[src/rtl/add32_seq_pkg.sv]
// ---------------------------------------------------------------------------
// add32_seq_pkg : shared FSM state type and slice width for add32_seq_ctrl
// Revision 1.0 : initial release
// ---------------------------------------------------------------------------
`default_nettype none

package add32_seq_pkg;

  localparam int SLICE_W = 8;

  typedef enum logic [1:0] {
    IDLE = 2'd0,
    RUN  = 2'd1,
    DONE = 2'd2
  } state_t;

endpackage

`default_nettype wire

[src/rtl/RCA_8_bit.sv]
// ---------------------------------------------------------------------------
// RCA_8_bit : 8-bit ripple-carry adder built from full-adder cells
// Revision 1.0 : initial release
// ---------------------------------------------------------------------------
`default_nettype none

module RCA_8_bit (
  input  logic [7:0] a,
  input  logic [7:0] b,
  input  logic       c_in,
  output logic [7:0] s,
  output logic       c_out
);

  logic [8:0] c;

  assign c[0] = c_in;

  generate
    for (genvar k = 0; k < 8; k++) begin : g_bit
      assign s[k]   = a[k] ^ b[k] ^ c[k];
      assign c[k+1] = (a[k] & b[k]) | (c[k] & (a[k] ^ b[k]));
    end
  endgenerate

  assign c_out = c[8];

endmodule

`default_nettype wire

[src/rtl/add32_seq_ctrl.sv]
// ---------------------------------------------------------------------------
// add32_seq_ctrl : slice-serial W-bit adder (one 8-bit slice per RUN cycle);
//                  define ADD_SUB_EN to enable subtraction through the sub port
// Revision 1.0 : initial release
// ---------------------------------------------------------------------------
`default_nettype none

module add32_seq_ctrl
  import add32_seq_pkg::*;
#(
  parameter  int NSLICE = 4,
  localparam int W      = SLICE_W * NSLICE
) (
  input  logic         clk,
  input  logic         rst,
  input  logic         start,
  input  logic [W-1:0] a,
  input  logic [W-1:0] b,
  input  logic         c_in,
  input  logic         sub,
  output logic         busy,
  output logic         done,
  output logic [W-1:0] s,
  output logic         c_out,
  output logic         ovf
);

  localparam int IW = (NSLICE > 1) ? $clog2(NSLICE) : 1;

  state_t               state;
  logic [IW-1:0]        idx;
  logic [W-1:0]         a_r;
  logic [W-1:0]         b_r;
  logic                 sub_r;
  logic                 carry;
  logic                 sub_eff;
  logic [SLICE_W-1:0]   slice_a;
  logic [SLICE_W-1:0]   slice_b;
  logic [SLICE_W-1:0]   slice_s;
  logic                 slice_c;
  logic                 last_slice;

`ifdef ADD_SUB_EN
  assign sub_eff = sub;
`else
  logic unused_sub;
  assign unused_sub = sub;
  assign sub_eff    = 1'b0;
`endif

  // Subtraction is a + ~b + 1, so the inversion is applied slice by slice.
  assign slice_a    = a_r[int'(idx)*SLICE_W +: SLICE_W];
  assign slice_b    = b_r[int'(idx)*SLICE_W +: SLICE_W] ^ {SLICE_W{sub_r}};
  assign last_slice = (idx == IW'(NSLICE - 1));

  RCA_8_bit u_rca (
    .a     (slice_a),
    .b     (slice_b),
    .c_in  (carry),
    .s     (slice_s),
    .c_out (slice_c)
  );

  always_ff @(posedge clk) begin
    if (rst) begin
      state <= IDLE;
      idx   <= '0;
      a_r   <= '0;
      b_r   <= '0;
      sub_r <= 1'b0;
      carry <= 1'b0;
      busy  <= 1'b0;
      done  <= 1'b0;
      s     <= '0;
      c_out <= 1'b0;
      ovf   <= 1'b0;
    end else begin
      case (state)
        IDLE: begin
          done <= 1'b0;
          busy <= 1'b0;
          if (start) begin
            a_r   <= a;
            b_r   <= b;
            sub_r <= sub_eff;
            carry <= sub_eff | c_in;
            idx   <= '0;
            busy  <= 1'b1;
            state <= RUN;
          end
        end
        RUN: begin
          s[int'(idx)*SLICE_W +: SLICE_W] <= slice_s;
          carry <= slice_c;
          if (last_slice) begin
            c_out <= slice_c;
            ovf   <= (a_r[W-1] == (b_r[W-1] ^ sub_r)) && (slice_s[SLICE_W-1] != a_r[W-1]);
            idx   <= '0;
            state <= DONE;
          end else begin
            idx <= idx + 1'b1;
          end
        end
        DONE: begin
          // The done pulse is registered here so it lands in the following cycle.
          done  <= 1'b1;
          state <= IDLE;
        end
        default: state <= IDLE;
      endcase
    end
  end

endmodule

`default_nettype wire

[config.mk]
export PLATFORM = sky130hd
export DESIGN_NAME = add32_seq_ctrl
export DESIGN_NICKNAME = d
export VERILOG_FILES = /design/src/rtl/add32_seq_pkg.sv /design/src/rtl/RCA_8_bit.sv /design/src/rtl/add32_seq_ctrl.sv
export SDC_FILE = /design/constraint.sdc
export NUM_CORES = 1
export LEC_CHECK = 0
export ABC_AREA = 1
export CAP_MARGIN = 10
export CORE_ASPECT_RATIO = 0.8
export CORE_UTILIZATION = 35
export CTS_CLUSTER_DIAMETER = 120
export DETAILED_ROUTE_END_ITERATION = 8
export PLACE_DENSITY = 0.69
export SLEW_MARGIN = 10
export SYNTH_ARGS = -nofsm -noshare
export SYNTH_HDL_FRONTEND = slang
export SYNTH_HIERARCHICAL = 1
export SYNTH_SLANG_ARGS = --single-unit
[constraint.sdc]
create_clock -name clk -period 6 [get_ports clk]
set_input_delay 0.9 -clock clk [delete_from_list [all_inputs] [get_ports clk]]
set_output_delay 0.9 -clock clk [all_outputs]
set_load 0.02 [all_outputs]
==> impl_metrics.py, run 1 <==
metrics = {
    "status": {
        "status": "complete, no violations",
    },
    "route": {
        "drt-initial-drc-count": 316,
        "routedWlPerCell_um": 13.0,
        "drc": 0,
        "antenna_left": 0,
        "finalWirelength_um": 11600,
        "vias": 4225,
        "viasPerCell": 4.73,
        "firstDrtPassIters": 5,
    },
    "global_routing": {
        "grtUsageTotal_pct": 17.9,
        "globalRouteMet2Util_pct": 27.6,
        "grt_max_degree": 70,
        "gr-total-overflow": 0,
        "top_usage_layer": "met2",
        "met1_usage_pct": 25.3,
        "grt_pass1_vias": 4035,
        "grt_pass1_wl_um": 19100,
        "antenna_found_initial": 0,
        "gr-usage-met3_pct": 3.58,
    },
    "sta": {
        "setup_viol": 0,
        "skew_ns": 0.00648,
        "tns_ns": 0,
        "fin_crit_sh_pct": 81.9,
        "finalMaxSlewViolations": 0,
        "whs_ns": 0.465,
        "grt_setup_unrepaired": "false",
        "post-route-min-period_ns": 4.92,
        "slew_headroom_pct": 47.0,
        "worst_slack_ns": 1.08,
        "fmax_mhz": 203,
        "finalHoldViolCount": 0,
        "worst-slew-pin-transition_ns": 0.795,
    },
    "yosys": {
        "synth_top_area_share_pct": 45.3,
        "synth_seq_cells": 105,
        "syn_area_um2": 4640,
        "synth.distinct_cells": 25,
        "syn_area_per_cell_um2": 7.33,
        "syn_inst": 633,
        "yosysTopAreaCell": "dfxtp_1",
        "synth_seq_area_share_pct": 45.3,
        "synth_area_leaders": "dfxtp_1 (45%), nor2_1 (14%), o21ai_0 (8.9%), nand2_1 (6.4%), a21oi_1 (4.2%)",
        "synth_warnings": 6,
        "synth_nets": 716,
    },
    "cells_and_area": {
        "nNetsFinal": 796,
        "diodes": 0,
        "drive_above_1_share_pct": 4.46,
        "area_growth_pct": 30.7,
        "fin_area_um2": 6060,
    },
    "clocking": {
        "cts_root_buf": "clkbuf_16",
        "clk_latency_ns": 0.35,
        "path_clk_slew_ns": 0.07,
        "cts.hold.buffers_added": 0,
        "cts_tree": "done",
        "cts_setup_buffers": 0,
        "clock_sinks": 105,
        "cts_inserted_buffers": 9,
        "h-tree-depth": 3,
        "cts-resized-gates": 0,
        "clockBufferDepth": 2,
    },
    "worst_setup_path": {
        "crit_fanout": 34,
        "critPathKind": "reg -> reg",
        "critical_path.endpoint_type": "register",
        "worstPathArrival_ns": 5.20,
        "r2r_setup_slack_ns": 1.08,
        "reg2reg_depth": 19,
        "critPathLaunchType": "register",
        "required_ns": 6.28,
    },
    "floorplan": {
        "io_pins": 105,
        "coreArea_um2": 12900,
        "row_count": 37,
        "start_util_pct": 36.0,
        "dieArea_um2": 13700,
        "die_x_um": 131,
        "die_y_um": 105,
    },
    "placed_design": {
        "dp_hpwl_um": 8540,
        "placed_area_um2": 5710,
        "io_buffers": 103,
        "gp_congestion": 0.840,
        "dp_slack_ns": 1.12,
    },
    "power_and_ir_drop": {
        "cellLeakagePower_nw": 2.33,
        "power_density_nw_per_um2": 290,
        "ir_drop_mv": 0.161,
    },
    "run": {
        "cap_violations": 0,
    },
    "worst_hold_path": {
        "hold_depth": 2,
        "worstHoldPathType": "reg -> reg",
    },
}
-- registers in the layout, summed over array words and instances, names as in the netlist --
| register | count |
|---|---|
| a_r | 32 |
| b_r | 32 |
| s | 32 |
| idx | 2 |
| state | 2 |
| busy | 1 |
| c_out | 1 |
| carry | 1 |
| done | 1 |
| ovf | 1 |
-- metrics by stage --
step / utilization, % / std cells / power (mW)
6_report: 47.1 / 893 / 1.76
3_3_place_gp: 44.4 / 877 / 1.09
5_1_grt: 47.1 / 893 / 1.85
2_1_floorplan: - / 633 / 0.982
4_1_cts: 47.1 / 893 / 1.77
3_5_place_dp: 44.4 / 877 / 1.09
-- worst max-delay path: stages, from the launching register on --
cell	delay (ns)
dfxtp_1	0.44
inv_2	0.26
o21ai_0	0.23
o22ai_1	0.13
fa_1	0.43
inv_1	0.07
fa_1	0.15
inv_1	0.05
fa_1	0.37
fa_1	0.39
fa_1	0.39
fa_1	0.39
fa_1	0.38
inv_1	0.08
fa_1	0.40
inv_1	0.12
inv_1	0.09
nor3_1	0.23
nand2_1	0.10
a21oi_1	0.13
-- cell families after synthesis --
group | Yosys count | synth area share, %
simple gates | 286 | 24.7
compound gates | 156 | 17.4
flops | 105 | 45.3
buf+inv | 72 | 7.42
fa+ha+maj | 14 | 5.07
-- per-layer routing --
layer	share of wire (%)	up-vias
met5	0	-
met4	1.0	0
met3	6.0	10
met2	43	113
met1	50	1905
li1	-	2197
-- cell usage in the layout (no fill, tap or decap), types with 6 or more instances in the layout --
master           Yosys  routed
a21oi_1             39      39
buf_4                6       6
clkbuf_16            0       9
clkdlybuf4s50_1      0     103
dfxtp_1            105     105
fa_1                 8       8
ha_1                 6       6
inv_1               29      29
nand2_1             79      79
nand3_1             15      15
nor2_1             178     178
nor3_1               6       6
o21ai_0             82      82
o21ai_1             16      16
o22ai_1             16      16
-- area by class of cell --
type	instances	area [um^2]
Fill cell	1275	6810
Multi-Input combinational cell	456	2190
Sequential cell	105	2100
Timing Repair Buffer	109	1080
Clock buffer	10	239
Tap cell	175	219
Inverter	32	121
Clock inverter	6	114
-- final timing paths --
path / end / from
setup / recovery: s[31] / idx[0]
hold / removal: s[0] / s[0]
setup reg to reg: s[31] / idx[0]
hold reg to reg: s[0] / s[0]
-- synth_stat cells, drive strengths merged --
library cell and n:
clkbuf 17, fa 8, o21ai 98, buf 23
o22ai 16, clkinv 1, dfxtp 105, inv 31
a21oi 39, ha 6, nor2 182, nor3 6
nand3 17, and2 1, nand2 80, o21a 3
-- power breakdown --
group | switching, mW | internal (mW)
Clock | 0.260 | 0.421
Sequential | 0.0248 | 0.741
Combinational | 0.180 | 0.130
No activity file was read; power rests on OpenSTA's default activity.
==> run 2: changes to the inputs <==
--- a/config.mk
+++ b/config.mk
@@ -11,7 +11,7 @@
 export CORE_UTILIZATION = 35
 export CTS_CLUSTER_DIAMETER = 120
 export DETAILED_ROUTE_END_ITERATION = 8
-export PLACE_DENSITY = 0.69
+export PLACE_DENSITY = 0.71
 export SLEW_MARGIN = 10
 export SYNTH_ARGS = -nofsm -noshare
 export SYNTH_HDL_FRONTEND = slang
==> constraint.sdc (replaced) <==
create_clock -name clk -period 4.1 [get_ports clk]
set_input_delay 0.615 -clock clk [delete_from_list [all_inputs] [get_ports clk]]
set_output_delay 0.615 -clock clk [all_outputs]
set_load 0.02 [all_outputs]
==> run 2 against run 1 <==
Effect of this change:
- the run now ends with setup timing left
- register-to-register slack lost 1.1 ns
- maximum frequency up 20%
- flip-flop and latch count is the same
- clock skew up 0.0050 ns
- non-clock buffer count is 8 higher
- global-route usage grew 0.56 points
- combinational power increased by 53%
- first-iteration DRC count increased by 7.6%
- hold slack improved by 0.00079 ns
- clock power up 14%
- setup slack got worse by 1.1 ns
- final cell count grew 0.78%
- critical endpoint unchanged
- largest cell class unchanged
==> impl_metrics.py, run 2 (same netlist as run 1, synthesis figures left out) <==
metrics = {
    "route": {
        "drc": 0,
        "finalWirelength_um": 11900,
        "drt-initial-drc-count": 340,
        "vias": 4263,
        "antenna_left": 0,
        "viasPerCell": 4.74,
        "routedWlPerCell_um": 13.2,
        "firstDrtPassIters": 5,
    },
    "power_and_ir_drop": {
        "combPwrFrac_pct": 19.9,
        "clkPwrFrac_pct": 32.7,
        "cellLeakagePower_nw": 2.33,
        "power_switching_mw": 0.681,
        "power_density_nw_per_um2": 389,
        "ir_drop_mv": 0.252,
        "p_seq_share_pct": 47.3,
        "p_sw_share_pct": 28.6,
        "internal-power_mw": 1.70,
    },
    "sta": {
        "post-route-min-period_ns": 4.10,
        "slew_headroom_pct": 55.3,
        "fmax_mhz": 244,
        "grt_setup_unrepaired": "true",
        "setup_viol": 1,
        "worst-slew-pin-transition_ns": 0.671,
        "worst_slack_ns": -0.000996,
        "fin_crit_sh_pct": 100,
        "finalHoldViolCount": 0,
        "finalMaxSlewViolations": 0,
        "skew_ns": 0.0114,
    },
    "placed_design": {
        "placed_area_um2": 5800,
        "dp_hpwl_um": 8700,
        "gp_congestion": 0.855,
        "io_buffers": 103,
        "dp_cells": 884,
    },
    "global_routing": {
        "grt_pass1_wl_um": 19800,
        "gr-total-overflow": 0,
        "antenna_found_initial": 0,
        "grt_pass1_vias": 4098,
        "grt_max_degree": 70,
        "grtUsageTotal_pct": 18.5,
    },
    "clocking": {
        "clockBufferDepth": 2,
        "cts_inserted_buffers": 9,
        "cts_tree": "done",
        "h-tree-depth": 3,
        "path_clk_slew_ns": 0.07,
        "clk_latency_ns": 0.35,
        "cts_root_buf": "clkbuf_16",
        "clock_sinks": 105,
        "cts.hold.buffers_added": 0,
    },
    "worst_setup_path": {
        "critPathKind": "reg -> reg",
        "worstPathArrival_ns": 4.38,
        "critPathLaunchType": "register",
        "crit_fanout": 7,
        "critical_path.endpoint_type": "register",
        "required_ns": 4.38,
    },
    "status": {
        "status": "complete, but fails checks",
        "violations": "setup timing",
    },
    "cells_and_area": {
        "mostFrequentLayoutCells": "nor2_1 (176), dfxtp_1 (103), clkdlybuf4s50_1 (103), nand2_1 (79), o21ai_0 (78)",
        "area_growth_pct": 31.9,
        "nNetsFinal": 804,
        "largest_registers": "a_r: 32 flops, b_r: 32 flops, s: 32 flops",
        "final_common_cell": "nor2_1",
        "diodes": 0,
        "fin_area_um2": 6110,
        "drive_above_1_share_pct": 8.41,
        "fin_cells": 900,
    },
    "floorplan": {
        "start_util_pct": 36.0,
        "dieArea_um2": 13700,
        "die_y_um": 105,
        "row_count": 37,
        "coreArea_um2": 12900,
        "io_pins": 105,
        "die_x_um": 131,
    },
    "run": {
        "cap_violations": 0,
    },
    "worst_hold_path": {
        "worstHoldPathType": "reg -> reg",
    },
}
==> run 2: changes by cell type in the layout (fill, tap and decap cells not counted), sizes merged <==
cell    previous run  this run
inv               32        31
buf                6        14
clkinv             1         4
bufinv             3         0
==> run 2: path summary, 6_finish.rpt <==
check | from | endpoint | slack [ns] | cells past startpoint
setup / recovery | idx[0] | s[31] | -0.001 | 19
hold / removal | s[29] | s[29] | 0.47 | 2
setup reg to reg | idx[0] | s[31] | -0.001 | 19
hold reg to reg | s[29] | s[29] | 0.47 | 2
==> run 2: per-layer routing <==
| layer | global-route usage [%] | vias up | part of all wire, % |
|---|---|---|---|
| met4 | 4.52 | 0 | 1.0 |
| met5 | 0 | - | 0 |
| li1 | - | 2220 | - |
| met3 | 4.97 | 9 | 7.1 |
| met1 | 26.2 | 1908 | 50 |
| met2 | 27.6 | 126 | 42 |
==> run 2: power groups by stage <==
stage,Sequential (mW),Clock (mW),Combinational (mW)
after CTS,1.13,0.795,0.474
after global placement,1.15,0,0.462
final,1.13,0.779,0.474
after detailed placement,1.15,0,0.467
after floorplan,1.14,0,0.309
after global routing,1.13,0.831,0.537
==> run 2: per-stage QoR <==
step / hold slack, ns / worst slack, ns / setup TNS [ns] / power, mW / util (%)
global placement: 0.453 / -0.00561 / -0.00617 / 1.61 / 45.1
floorplan: 0.449 / 0.0177 / 0 / 1.45 / -
global route: 0.489 / -0.228 / -0.836 / 2.50 / 47.5
detailed placement: 0.457 / -0.0435 / -0.106 / 1.62 / 45.1
CTS: 0.468 / 0.00467 / 0 / 2.39 / 47.4
finish: 0.466 / -0.000996 / -0.000996 / 2.38 / 47.5
==> run 2: cell type report <==
| class | count | area (um^2) |
|---|---|---|
| Sequential cell | 105 | 2110 |
| Timing Repair Buffer | 117 | 1140 |
| Tap cell | 175 | 219 |
| Fill cell | 1329 | 6760 |
| Inverter | 32 | 124 |
| Clock inverter | 5 | 33.8 |
| Multi-Input combinational cell | 456 | 2270 |
| Clock buffer | 10 | 229 |
==> run 2: what timing repair did <==
item / CTS / global route
gates resized for setup: 6 / 4
hold endpoints to repair: 0 / 0
setup endpoints to repair: 5 / 5
pin swaps: 2 / 1
setup buffers: 1 / 0
==> run 2: worst max-delay path: stages (launching register included) <==
cell,delay [ns]
dfxtp_4,0.40
inv_4,0.07
o21ai_4,0.13
o22ai_2,0.10
fa_2,0.37
inv_2,0.06
fa_1,0.15
inv_1,0.05
fa_2,0.34
fa_2,0.36
fa_2,0.34
fa_2,0.35
fa_2,0.35
inv_2,0.06
fa_1,0.41
inv_2,0.10
inv_2,0.06
nor3_4,0.12
nand2_1,0.10
a21oi_2,0.12
==> run 3: changes to the inputs <==
--- a/config.mk
+++ b/config.mk
@@ -6,12 +6,14 @@
 export NUM_CORES = 1
 export LEC_CHECK = 0
 export ABC_AREA = 1
-export CAP_MARGIN = 10
+export CAP_MARGIN = 20
 export CORE_ASPECT_RATIO = 0.8
 export CORE_UTILIZATION = 35
 export CTS_CLUSTER_DIAMETER = 120
 export DETAILED_ROUTE_END_ITERATION = 8
 export PLACE_DENSITY = 0.71
+export REMOVE_ABC_BUFFERS = 1
+export SKIP_LAST_GASP = 1
 export SLEW_MARGIN = 10
 export SYNTH_ARGS = -nofsm -noshare
 export SYNTH_HDL_FRONTEND = slang
==> run 3 against run 2 <==
Effect of this change:
- the flow still finishes with violations (setup timing)
- utilization rose by 0.70 points
- critical path depth did not move
- clock power rose by 7.1%
- design area rose by 1.5%
- clock-buffer cell count rose by 1
- clock skew fell by 0.0017 ns
- power rose by 2.6%
- hold slack improved by 0.0021 ns
- global-route usage fell by 0.48 points
- first-iteration DRC count fell by 6.2%
- critical endpoint unchanged
- highest routed layer unchanged
==> impl_metrics.py, run 3 (same netlist as run 1, synthesis figures left out) <==
metrics = {
    "global_routing": {
        "grtUsageTotal_pct": 18.0,
        "gr-total-overflow": 0,
        "grt_max_degree": 70,
        "grt_pass1_vias": 4006,
        "grt_pass1_wl_um": 19300,
        "antenna_found_initial": 0,
    },
    "worst_hold_path": {
        "worstHoldPathType": "reg -> reg",
    },
    "floorplan": {
        "die_y_um": 105,
        "row_count": 37,
        "coreArea_um2": 12900,
        "start_util_pct": 36.0,
        "dieArea_um2": 13700,
        "io_pins": 105,
        "die_x_um": 131,
    },
    "worst_setup_path": {
        "critical_path.endpoint_type": "register",
        "critPathLaunchType": "register",
        "critPathKind": "reg -> reg",
        "cp_common_cell": "fa_2",
        "crit_chain": "inv_4 -> nor2_1 -> o22ai_2 -> fa_2 -> inv_2 -> fa_2 -> inv_2 -> fa_2 -> fa_2 -> fa_2 -> fa_2 -> fa_2 -> inv_2 -> fa_1 -> inv_2 -> inv_2 -> nor3_4 -> nand2_1 -> a21oi_2",
        "worstPathArrival_ns": 4.42,
        "critPathSlowestCell": "fa_1",
        "crit_fanout": 7,
        "required_ns": 4.38,
        "critPathMaxStageDelay_ns": 0.41,
    },
    "route": {
        "drc": 0,
        "routedWlPerCell_um": 12.9,
        "vias": 4323,
        "finalWirelength_um": 11700,
        "viasPerCell": 4.76,
        "firstDrtPassIters": 4,
        "antenna_left": 0,
        "drt-initial-drc-count": 319,
    },
    "placed_design": {
        "dp_cells": 888,
        "placed_area_um2": 5790,
        "dp_hpwl_um": 8480,
        "io_buffers": 103,
        "gp_congestion": 0.785,
    },
    "cells_and_area": {
        "fillCellCount": 1333,
        "diodes": 0,
        "nNetsFinal": 811,
        "area_growth_pct": 33.8,
        "mostFrequentLayoutCells": "nor2_1 (175), dfxtp_1 (103), clkdlybuf4s50_1 (103), nand2_1 (79), o21ai_0 (78)",
        "drive_above_1_share_pct": 9.82,
        "largest_registers": "a_r: 32 flops, b_r: 32 flops, s: 32 flops",
        "fin_area_um2": 6200,
        "final_common_cell": "nor2_1",
        "fin_cells": 908,
        "post-route-util_pct": 48.2,
    },
    "clocking": {
        "clk_latency_ns": 0.35,
        "clockBufferDepth": 2,
        "h-tree-depth": 3,
        "cts_root_buf": "clkbuf_16",
        "cts_tree": "done",
        "path_clk_slew_ns": 0.07,
        "cts_inserted_buffers": 9,
        "clock_sinks": 105,
        "cts.hold.buffers_added": 0,
    },
    "sta": {
        "finalMaxSlewViolations": 0,
        "post-route-min-period_ns": 4.13,
        "finalHoldViolCount": 0,
        "whs_ns": 0.468,
        "slew_headroom_pct": 53.1,
        "grt_setup_unrepaired": "true",
        "worst_slack_ns": -0.0346,
        "setup_viol": 3,
        "fmax_mhz": 242,
        "skew_ns": 0.00970,
        "fin_crit_sh_pct": 101,
        "worst-slew-pin-transition_ns": 0.704,
    },
    "status": {
        "violations": "setup timing",
        "status": "complete, but fails checks",
    },
    "power_and_ir_drop": {
        "cellLeakagePower_nw": 2.39,
        "ir_drop_mv": 0.221,
        "power_density_nw_per_um2": 394,
    },
    "run": {
        "cap_violations": 0,
    },
}
==> run 3: cell count changes in the layout (fill, tap and decap cells not counted), sizes merged <==
| cell | change |
|---|---|
| clkinvlp | -1 |
| clkbuf | +1 |
| buf | +7 |
| inv | +1 |
==> run 3: stage by stage <==
step | setup WS, ns | TNS [ns] | power (mW)
6_report | -0.0346 | -0.0837 | 2.44
3_3_place_gp | -0.460 | -1.98 | 1.59
5_1_grt | -0.229 | -0.780 | 2.57
3_5_place_dp | -0.553 | -2.83 | 1.60
2_1_floorplan | -1.07 | -9.62 | 1.41
4_1_cts | -0.00246 | -0.00246 | 2.44
==> run 3: worst max-delay path, delay by kind of cell (launching register included) <==
| kind | cells | cell delay, ns |
|---|---|---|
| flops | 1 | 0.40 |
| compound gates | 2 | 0.23 |
| buf+inv | 6 | 0.39 |
| fa+ha+maj | 8 | 2.68 |
| simple gates | 3 | 0.40 |
==> run 3: cell type report <==
| type | instances | area [um^2] | area share [%] |
|---|---|---|---|
| Clock buffer | 11 | 253 | 4.07 |
| Timing Repair Buffer | 124 | 1200 | 19.3 |
| Clock inverter | 5 | 38.8 | 0.625 |
| Tap cell | 175 | 219 | 3.53 |
| Sequential cell | 105 | 2110 | 34.0 |
| Inverter | 32 | 124 | 2.00 |
| Multi-Input combinational cell | 456 | 2260 | 36.5 |
==> run 3: where the power goes <==
part / internal, mW / switching, mW / total [mW]
clock: 0.448 / 0.386 / 0.834
combinational: 0.213 / 0.269 / 0.482
sequential: 1.08 / 0.0414 / 1.13
==> run 3: worst paths after layout <==
| path | startpoint | to | slack [ns] | cells after the start |
|---|---|---|---|---|
| worst min register to register | s[13] | s[13] | 0.47 | 2 |
| worst min-delay path | s[13] | s[13] | 0.47 | 2 |
| worst max-delay path | idx[0] | s[31] | -0.03 | 19 |
| worst max register to register | idx[0] | s[31] | -0.03 | 19 |
==> run 3: timing repair <==
action,CTS,global route
buffers inserted,3,1
resized for setup,21,16
cloned,0,0
setup endpoints to repair,10,5
pin swaps,1,6
==> run 3: per-layer routing <==
layer	global-route usage (%)	share of wire, %	vias to the layer above
li1	-	-	2240
met5	0	0	-
met2	27.2	43	109
met1	25.5	51	1959
met4	5.01	1.5	0
met3	3.99	4.8	15
